$ cat src/rtl/div32_ctrl_pkg.sv
// rtl/div32_ctrl_pkg.sv - shared FSM state type and constants for div32_ctrl
//
// Contents:
//   state_t        IDLE / RUN / FINISH controller states
//   DIV_ITER       number of restoring-division iterations (one quotient bit each)
//   DIV0_QUOTIENT  quotient reported for a divide by zero
package div32_ctrl_pkg;

  typedef enum logic [1:0] {
    IDLE   = 2'd0,
    RUN    = 2'd1,
    FINISH = 2'd2
  } state_t;

  localparam int          DIV_ITER      = 32;
  localparam logic [31:0] DIV0_QUOTIENT = 32'hFFFF_FFFF;

endpackage

$ cat src/rtl/div32_ctrl_sub32.sv
// rtl/div32_ctrl_sub32.sv - combinational 32-bit trial subtractor
//
// Ports:
//   A  in  32  minuend (shifted partial remainder)
//   B  in  32  subtrahend (divisor)
//   R  out 32  A - B, modulo 2^32
module sub32 (
  input  logic [31:0] A,
  input  logic [31:0] B,
  output logic [31:0] R
);

  assign R = A - B;

endmodule

$ cat src/rtl/div32_ctrl.sv
// rtl/div32_ctrl.sv - sequential restoring divider with start/busy/done handshake
//
// Ports:
//   clk          in   1      clock, rising edge
//   rst_n        in   1      synchronous active-low reset
//   start        in   1      request pulse, sampled only while busy=0
//   dividend     in   WIDTH  numerator, captured on accepted start
//   divisor      in   WIDTH  denominator, captured on accepted start
//   is_signed    in   1      signed operation select (only with DIV32_SIGNED_EN)
//   busy         out  1      operation in progress (RUN or FINISH)
//   done         out  1      one-cycle pulse, results valid in the same cycle
//   quotient     out  WIDTH  registered quotient
//   remainder    out  WIDTH  registered remainder
//   div_by_zero  out  1      registered divide-by-zero flag
//
// Build option: define DIV32_SIGNED_EN to add the is_signed input.
module div32_ctrl
  import div32_ctrl_pkg::*;
#(
  parameter int WIDTH = 32
) (
  input  logic             clk,
  input  logic             rst_n,
  input  logic             start,
  input  logic [WIDTH-1:0] dividend,
  input  logic [WIDTH-1:0] divisor,
`ifdef DIV32_SIGNED_EN
  input  logic             is_signed,
`endif
  output logic             busy,
  output logic             done,
  output logic [WIDTH-1:0] quotient,
  output logic [WIDTH-1:0] remainder,
  output logic             div_by_zero
);

  state_t           state_q, state_d;
  logic [5:0]       cnt_q, cnt_d;
  logic [WIDTH-1:0] dvd_q, dvd_d;     // dividend bits shift out, quotient bits shift in
  logic [WIDTH-1:0] dvs_q, dvs_d;
  logic [WIDTH-1:0] prem_q, prem_d;   // partial remainder
  logic [WIDTH-1:0] quot_q, quot_d;
  logic [WIDTH-1:0] rem_q, rem_d;
  logic             dbz_q, dbz_d;
  logic             neg_quot_q, neg_quot_d;
  logic             neg_rem_q, neg_rem_d;

  logic [WIDTH:0]   shifted;
  logic [WIDTH-1:0] trial;
  logic             accept;
  logic [WIDTH-1:0] dvd_mag, dvs_mag;
  logic             sgn_quot, sgn_rem;

  assign shifted = {prem_q, dvd_q[WIDTH-1]};
  assign accept  = shifted[WIDTH] | (shifted[WIDTH-1:0] >= dvs_q);

  sub32 u_sub32 (
    .A(shifted[WIDTH-1:0]),
    .B(dvs_q),
    .R(trial)
  );

  // Signed operands are reduced to magnitudes at capture; the result signs are
  // remembered and applied on the final RUN cycle so latency is unaffected.
`ifdef DIV32_SIGNED_EN
  always_comb begin
    dvd_mag  = (is_signed && dividend[WIDTH-1]) ? -dividend : dividend;
    dvs_mag  = (is_signed && divisor[WIDTH-1])  ? -divisor  : divisor;
    sgn_quot = is_signed && (dividend[WIDTH-1] ^ divisor[WIDTH-1]);
    sgn_rem  = is_signed && dividend[WIDTH-1];
  end
`else
  always_comb begin
    dvd_mag  = dividend;
    dvs_mag  = divisor;
    sgn_quot = 1'b0;
    sgn_rem  = 1'b0;
  end
`endif

  always_comb begin
    state_d    = state_q;
    cnt_d      = cnt_q;
    dvd_d      = dvd_q;
    dvs_d      = dvs_q;
    prem_d     = prem_q;
    quot_d     = quot_q;
    rem_d      = rem_q;
    dbz_d      = dbz_q;
    neg_quot_d = neg_quot_q;
    neg_rem_d  = neg_rem_q;
    busy       = (state_q != IDLE);
    done       = 1'b0;

    case (state_q)
      IDLE: begin
        if (start) begin
          dbz_d = 1'b0;
          if (divisor == '0) begin
            quot_d  = DIV0_QUOTIENT;
            rem_d   = dividend;
            dbz_d   = 1'b1;
            state_d = FINISH;
          end else begin
            dvd_d      = dvd_mag;
            dvs_d      = dvs_mag;
            prem_d     = '0;
            cnt_d      = '0;
            neg_quot_d = sgn_quot;
            neg_rem_d  = sgn_rem;
            state_d    = RUN;
          end
        end
      end
      RUN: begin
        // After DIV_ITER iterations one more RUN cycle publishes the
        // sign-corrected results into the output registers.
        if (cnt_q == 6'(DIV_ITER)) begin
          quot_d  = neg_quot_q ? -dvd_q : dvd_q;
          rem_d   = neg_rem_q ? -prem_q : prem_q;
          state_d = FINISH;
        end else begin
          prem_d = accept ? trial : shifted[WIDTH-1:0];
          dvd_d  = {dvd_q[WIDTH-2:0], accept};
          cnt_d  = cnt_q + 6'd1;
        end
      end
      FINISH: begin
        done    = 1'b1;
        state_d = IDLE;
      end
      default: state_d = IDLE;
    endcase
  end

  always_ff @(posedge clk) begin
    if (!rst_n) begin
      state_q    <= IDLE;
      cnt_q      <= '0;
      dvd_q      <= '0;
      dvs_q      <= '0;
      prem_q     <= '0;
      quot_q     <= '0;
      rem_q      <= '0;
      dbz_q      <= 1'b0;
      neg_quot_q <= 1'b0;
      neg_rem_q  <= 1'b0;
    end else begin
      state_q    <= state_d;
      cnt_q      <= cnt_d;
      dvd_q      <= dvd_d;
      dvs_q      <= dvs_d;
      prem_q     <= prem_d;
      quot_q     <= quot_d;
      rem_q      <= rem_d;
      dbz_q      <= dbz_d;
      neg_quot_q <= neg_quot_d;
      neg_rem_q  <= neg_rem_d;
    end
  end

  assign quotient    = quot_q;
  assign remainder   = rem_q;
  assign div_by_zero = dbz_q;

endmodule
$ cat config.mk
export PLATFORM = sky130hd
export DESIGN_NAME = div32_ctrl
export DESIGN_NICKNAME = d
export VERILOG_FILES = /design/src/rtl/div32_ctrl_pkg.sv /design/src/rtl/div32_ctrl_sub32.sv /design/src/rtl/div32_ctrl.sv
export SDC_FILE = /design/constraint.sdc
export NUM_CORES = 1
export LEC_CHECK = 0
export CORE_AREA = 2 2 130 132
export DETAILED_ROUTE_END_ITERATION = 7
export DIE_AREA = 0 0 132 134
export PLACE_DENSITY = 0.82
export RECOVER_POWER = 50
export SLEW_MARGIN = 20
export SYNTH_ARGS = -nofsm -noshare
export SYNTH_HDL_FRONTEND = slang
export SYNTH_SLANG_ARGS = --single-unit
$ cat constraint.sdc
create_clock -name clk -period 3.7 [get_ports clk]
set_input_delay 0.555 -clock clk [delete_from_list [all_inputs] [get_ports clk]]
set_output_delay 0.555 -clock clk [all_outputs]
set_load 0.02 [all_outputs]
=== Word level (Yosys, flattened, before mapping) ===
Cells that the tools add are included.

* Bits in registers: 169
* Bits in latches: 0
* Memory bits (writable): 0
* Bits in read-only memories: 0
* Input bits: 67
* Output and inout port bits: 67
* Word-level logic and storage cells: 57
* Memories kept: 0

* Add/sub/neg operators: 2
* $mul: 0
* Divide/modulo/power cells: 0
* Order comparisons: 1
* Equality and inequality tests: 8
* Shifts and indexed selects: 0
* Muxes and demuxes: 27
* Bitwise operators: 2
* Reductions and logical operators: 9

{| class="wikitable"
|+ Operator list
! kind !! count
|-
| 32-bit two-way mux || 13
|-
| 32-bit case mux with 2 select lines || 4
|-
| 32-bit greater-or-equal comparator || 1
|-
| 32-bit zero test || 1
|-
| 32-bit subtractor || 1
|-
| 6-bit two-way mux || 3
|-
| 6-bit case mux with 2 select lines || 1
|-
| 2-bit != test (second input constant) || 5
|-
| 4-bit AND reduction || 2
|-
| 6-bit by 1-bit adder with 6-bit output (second input constant) || 1
|-
| 6-bit equality test (second input constant) || 1
|-
| 2-bit two-way mux || 3
|-
| 2-bit case mux with 2 select lines || 1
|-
| 2-bit AND reduction || 2
|-
| 2-bit nonzero test || 2
|-
| 3-bit AND reduction || 1
|-
| 2-bit by 1-bit equality test with 1-bit output (second input constant) || 1
|-
| 2-bit equality test (second input constant) || 1
|-
| 2-bit zero test || 1
|-
| 1-bit two-way mux || 2
|-
| 1-bit NOT || 1
|-
| 1-bit bitwise OR || 1
|}

=== Longest topological paths before layout ===
* Depth in word-level cells: 5
* Gate-level depth with buffers: 14
* Depth with buffers taken out: 13

=== Cells and area by module ===
From an unflattened synthesis, not the netlist that was laid out.

* Cell total of the unflattened synthesis: 1169
* Area, all modules: 9640.5 sq um

{| class="wikitable"
|+ By module, submodules not included
! module !! times used !! cells each !! area an instance (sq um) !! sequential area each (sq um)
|-
| div32_ctrl || 1 || 904 || 7825.0 || 3383.2
|-
| sub32 || 1 || 265 || 1815.5 || 0.0
|}

=== Least setup slack after synthesis ===
OpenSTA, ideal clock, no wires.

* Path type: reg-to-reg
* Start: reg dvd_q[31]
* End: reg prem_q[30]
* Library setup time: 0.079 ns
* Arrival time: 2.616 ns
* Data required time: 3.621 ns
* Path slack: 1.005 ns
* Cell stages (with the launch flop): 14
* Path buffers: 0
* Period minus slack after synthesis: 2.695 ns
* Cell sequence: dfxtp_1 -> inv_1 -> ha_1 -> inv_1 -> fa_1 -> a211oi_1 -> o211a_1 -> o31a_1 -> o21a_1 -> o21ai_2 -> a211oi_2 -> nor4_1 -> mux2_2 -> o211ai_1

* Cells in the longest elaborated chain, start to end: 5
* Elaborated cells on any way between the ends: 6
* Classes of those cells: add/sub: 1; order compare: 1; mux: 3; bitwise: 1

{| class="wikitable"
|+ Ends and longest elaborated chain
! item !! RTL line !! RTL
|-
| start: declaration || div32_ctrl.sv:39 || <nowiki>logic [WIDTH-1:0] dvd_q, dvd_d;</nowiki>
|-
| start signal: assignment || div32_ctrl.sv:151 || <nowiki>dvd_q <= dvd_d;</nowiki>
|-
| 32-bit greater-or-equal comparator || div32_ctrl.sv:55 || <nowiki>assign accept = shifted[WIDTH] | (shifted[WIDTH-1:0] >= dvs_q);</nowiki>
|-
| 1-bit bitwise OR || div32_ctrl.sv:55 ||
|-
| 32-bit two-way mux * || div32_ctrl.sv:123 || <nowiki>prem_d = accept ? trial : shifted[WIDTH-1:0];</nowiki>
|-
| 32-bit two-way mux * || div32_ctrl.sv:118 || <nowiki>if (cnt_q == 6'(DIV_ITER)) begin</nowiki>
|-
| 32-bit case mux with 2 select lines * || div32_ctrl.sv:95 || <nowiki>case (state_q)</nowiki>
|-
| end signal: assignment || div32_ctrl.sv:153 || <nowiki>prem_q <= prem_d;</nowiki>
|-
| end: declaration || div32_ctrl.sv:41 || <nowiki>logic [WIDTH-1:0] prem_q, prem_d;</nowiki>
|}

Every way passes the cells marked *; elsewhere a longest branch is shown, timed or not. The select of a mux whose other input is x is not followed.
A chain may end at the register's enable or synchronous reset.

=== Final worst setup path ===
* Start: in divisor[3]
* End: reg rem_q[27] (netlist: remainder[27])

* Cells in the longest elaborated chain, start to end: 3

{| class="wikitable"
|+ Ends and longest elaborated chain
! item !! RTL line !! RTL
|-
| start: declaration || div32_ctrl.sv:26 || <nowiki>input logic [WIDTH-1:0] divisor,</nowiki>
|-
| 32-bit zero test || div32_ctrl.sv:99 || <nowiki>if (divisor == '0) begin</nowiki>
|-
| 2-bit != test (no line) || -- ||
|-
| 4-bit AND reduction (no line) || -- ||
|-
| end signal: assignment || div32_ctrl.sv:155 || <nowiki>rem_q <= rem_d;</nowiki>
|-
| end: declaration || div32_ctrl.sv:43 || <nowiki>logic [WIDTH-1:0] rem_q, rem_d;</nowiki>
|}

No other way between the ends.

==> qor.yml <==
hpwlAfterDp_um: 16200
syn2layout_area_growth_pct: 24.0
synthAdderAreaFrac: 0.0519
fp.dieH_um: 134
cts_setup_buffers: 0
synth-simple-area-share: 0.165
dp_slack_ns: 0.626
clock_path_buffers: 2
core_area_um2: 16300
critical_path.max_fanout: 97
cp_slowest_cell: "clkbuf_4"
maxCapViolations: 0
insertion_delay_ns: 0.43
timing.setup.tns_ns: 0
drc: 0
crit_chain: "clkdlybuf4s50_1 -> nor4_1 -> nand2_1 -> nor4_1 -> clkbuf_1 -> nand2_1 -> nor2_1 -> a21oi_1 -> nor2_4 -> clkbuf_4 -> nor2_1 -> a211oi_1"
first_iter_violations: 560
synthTopCellsByArea: "dfxtp_1 (39%), nand2_1 (6.8%), a21oi_1 (6.1%)"
rsz0062_at_grt: "no"
syn_inst: 1019
synth_most_common_cell: "dfxtp_1"
antenna_left: 0
grtUsageTotal: 0.258
holdWs_ns: 0.451
cts-hold-fix-buffers: 0
cts_buffers: 17
synth.avg_cell_area_um2: 8.42
postLayoutSetupSlackWorst_ns: 0.535
synth_common_cells: "dfxtp_1 (169), nand2_1 (155), a21oi_1 (105)"
crit_arrival_ns: 3.51
synth-edff-count: 0
status: "completed"
ys_seq_area_frac: 0.394
finalSetupViolations: 0
viasPerCell: 5.82
power_w: 0.00785
r2r_slack_ns: 0.56
cts_resized: 0
clk_pin_slew_ns: 0.07
grt_pass1_wl_um: 36800
finalCritPeriodShare: 0.855
rows: 47
grt_max_degree: 98
p_per_area_nw_per_um2: 738
min_path_type: "reg2reg"
synth_top_cell_by_area: "dfxtp_1"
skew_ns: 0.00923
wl_per_cell_um: 16.9
vias: 7864
path_class: "in2reg"
synthMuxAreaShare: 0.0118
diodes: 0
antenna_found_initial: 0
maxSlewViolCount: 0
die_area_um2: 17700
pin_count: 134
grt_pass1_vias: 7345
drive_above_1_share: 0.0875
slowest_delay_ns: 0.78
globalRouteOverflowTotal: 0
final-hold-violation-count: 0
synth_top_family_by_area: "compound AO/OA/AOI/OAI gates"
yosysUniqueCellTypes: 67
synth_xor_area_frac: 0.0255
p_leak_nw: 4.58
syn_area_um2: 8580
multi_input_area_um2: 4770
max_freq_mhz: 316
cp_num_buf_inv: 3
synthFlopType: "dfxtp_1"
cp-end-kind: "flip-flop"
cts_htree_levels: 4
critical-path-top-delay-family: "buffers and inverters"
drt-pass1-iter-count: 5
fp.dieW_um: 132
netlist.area_leader.share: 0.394
ir_drop_uv: 543
clock-sinks: 169
initial_core_util: 0.527
fillers: 1380
async_flop_share: 0
synth_nets: 1121
synth_compound_area_frac: 0.299
synth-warning-count: 0
place_congestion: 0.891
start_kind: "input pin"
finalCriticalPeriod_ns: 3.16
cts_root_buf: "clkbuf_16"
tightest_slew_ns: 1.27
ys_seq_elements: 169
cts_tree: "yes"
nets: 1220
regArea_um2: 3380
wl_um: 22800
slew_headroom: 0.156
port_buffers: 133
cp.required_ns: 4.04
[worst reg2reg max path: cells and delay by family (launching register included)]
family / cells / cell delay, ns
AO/OA/AOI/OAI: 2 / 1.01
AND/OR/NAND/NOR: 3 / 0.55
adder cells (fa/ha/maj): 1 / 0.18
multiplexers: 1 / 0.25
buffers and inverters: 2 / 0.64
flip-flops: 1 / 0.40
[flip-flops by register name, indices dropped and copies added (netlist names)]
| register | flops |
|---|---|
| div_by_zero | 1 |
| quotient | 32 |
| cnt_q | 6 |
| state_q | 2 |
| dvs_q | 32 |
| remainder | 32 |
| prem_q | 32 |
| dvd_q | 32 |
[cell usage in the layout, fill, tap and decap left out, types with 31 or more instances in the layout]
cell | Yosys | layout
a21boi_0 | 31 | 31
dlygate4sd3_1 | 0 | 67
dfxtp_1 | 169 | 169
a211oi_1 | 37 | 37
and2_1 | 34 | 34
nor2_1 | 68 | 66
o21ai_0 | 38 | 38
nand2_1 | 155 | 154
o211a_1 | 32 | 32
ha_1 | 34 | 34
o221a_2 | 32 | 32
clkdlybuf4s50_1 | 0 | 65
inv_1 | 41 | 41
a21oi_1 | 105 | 105
[final timing paths]
kind | cells after the start | start | end
setup reg to reg | 9 | cnt_q[0] | dvd_q[0]
hold / removal | 2 | dvs_q[7] | dvs_q[7]
setup / recovery | 12 | divisor[3] | remainder[27]
hold reg to reg | 2 | dvs_q[7] | dvs_q[7]
[kinds of logic (layout without fill, tap and decap cells)]
kind of cell | after synthesis | count (layout)
compound gates | 355 | 355
xor+xnor | 25 | 25
fa+ha+maj | 35 | 35
buf+inv | 111 | 223
flops | 169 | 169
mux | 10 | 10
simple gates | 314 | 314
[metal layers]
metal | vias up | GRT usage | routed length (um)
met5 | - | 0 | 0
met2 | 249 | 0.445 | 11100
met4 | 0 | 0.102 | 557
met1 | 3686 | 0.326 | 9900
met3 | 45 | 0.0389 | 1230
li1 | 3884 | - | -
[power by group]
part / switching (W) / internal, W
sequential: 0.000218 / 0.00200
clock: 0.000793 / 0.00101
combinational: 0.00224 / 0.00159
[final cells by class]
cell class	count	area share
Clock buffer	20	0.0439
Inverter	42	0.0148
Multi-Input combinational cell	739	0.448
Clock inverter	12	0.0122
Tap cell	220	0.0259
Sequential cell	169	0.318
Timing Repair Buffer	149	0.137
[per-stage QoR]
stage / instances / instance area (um^2) / utilization
global placement: 1319 / 10100 / 0.618
global route: 1351 / 10600 / 0.653
floorplan: 1019 / 8580 / -
CTS: 1351 / 10700 / 0.655
detailed placement: 1319 / 10100 / 0.618
finish: 1351 / 10600 / 0.653
Power figures use the tool's default switching activity.
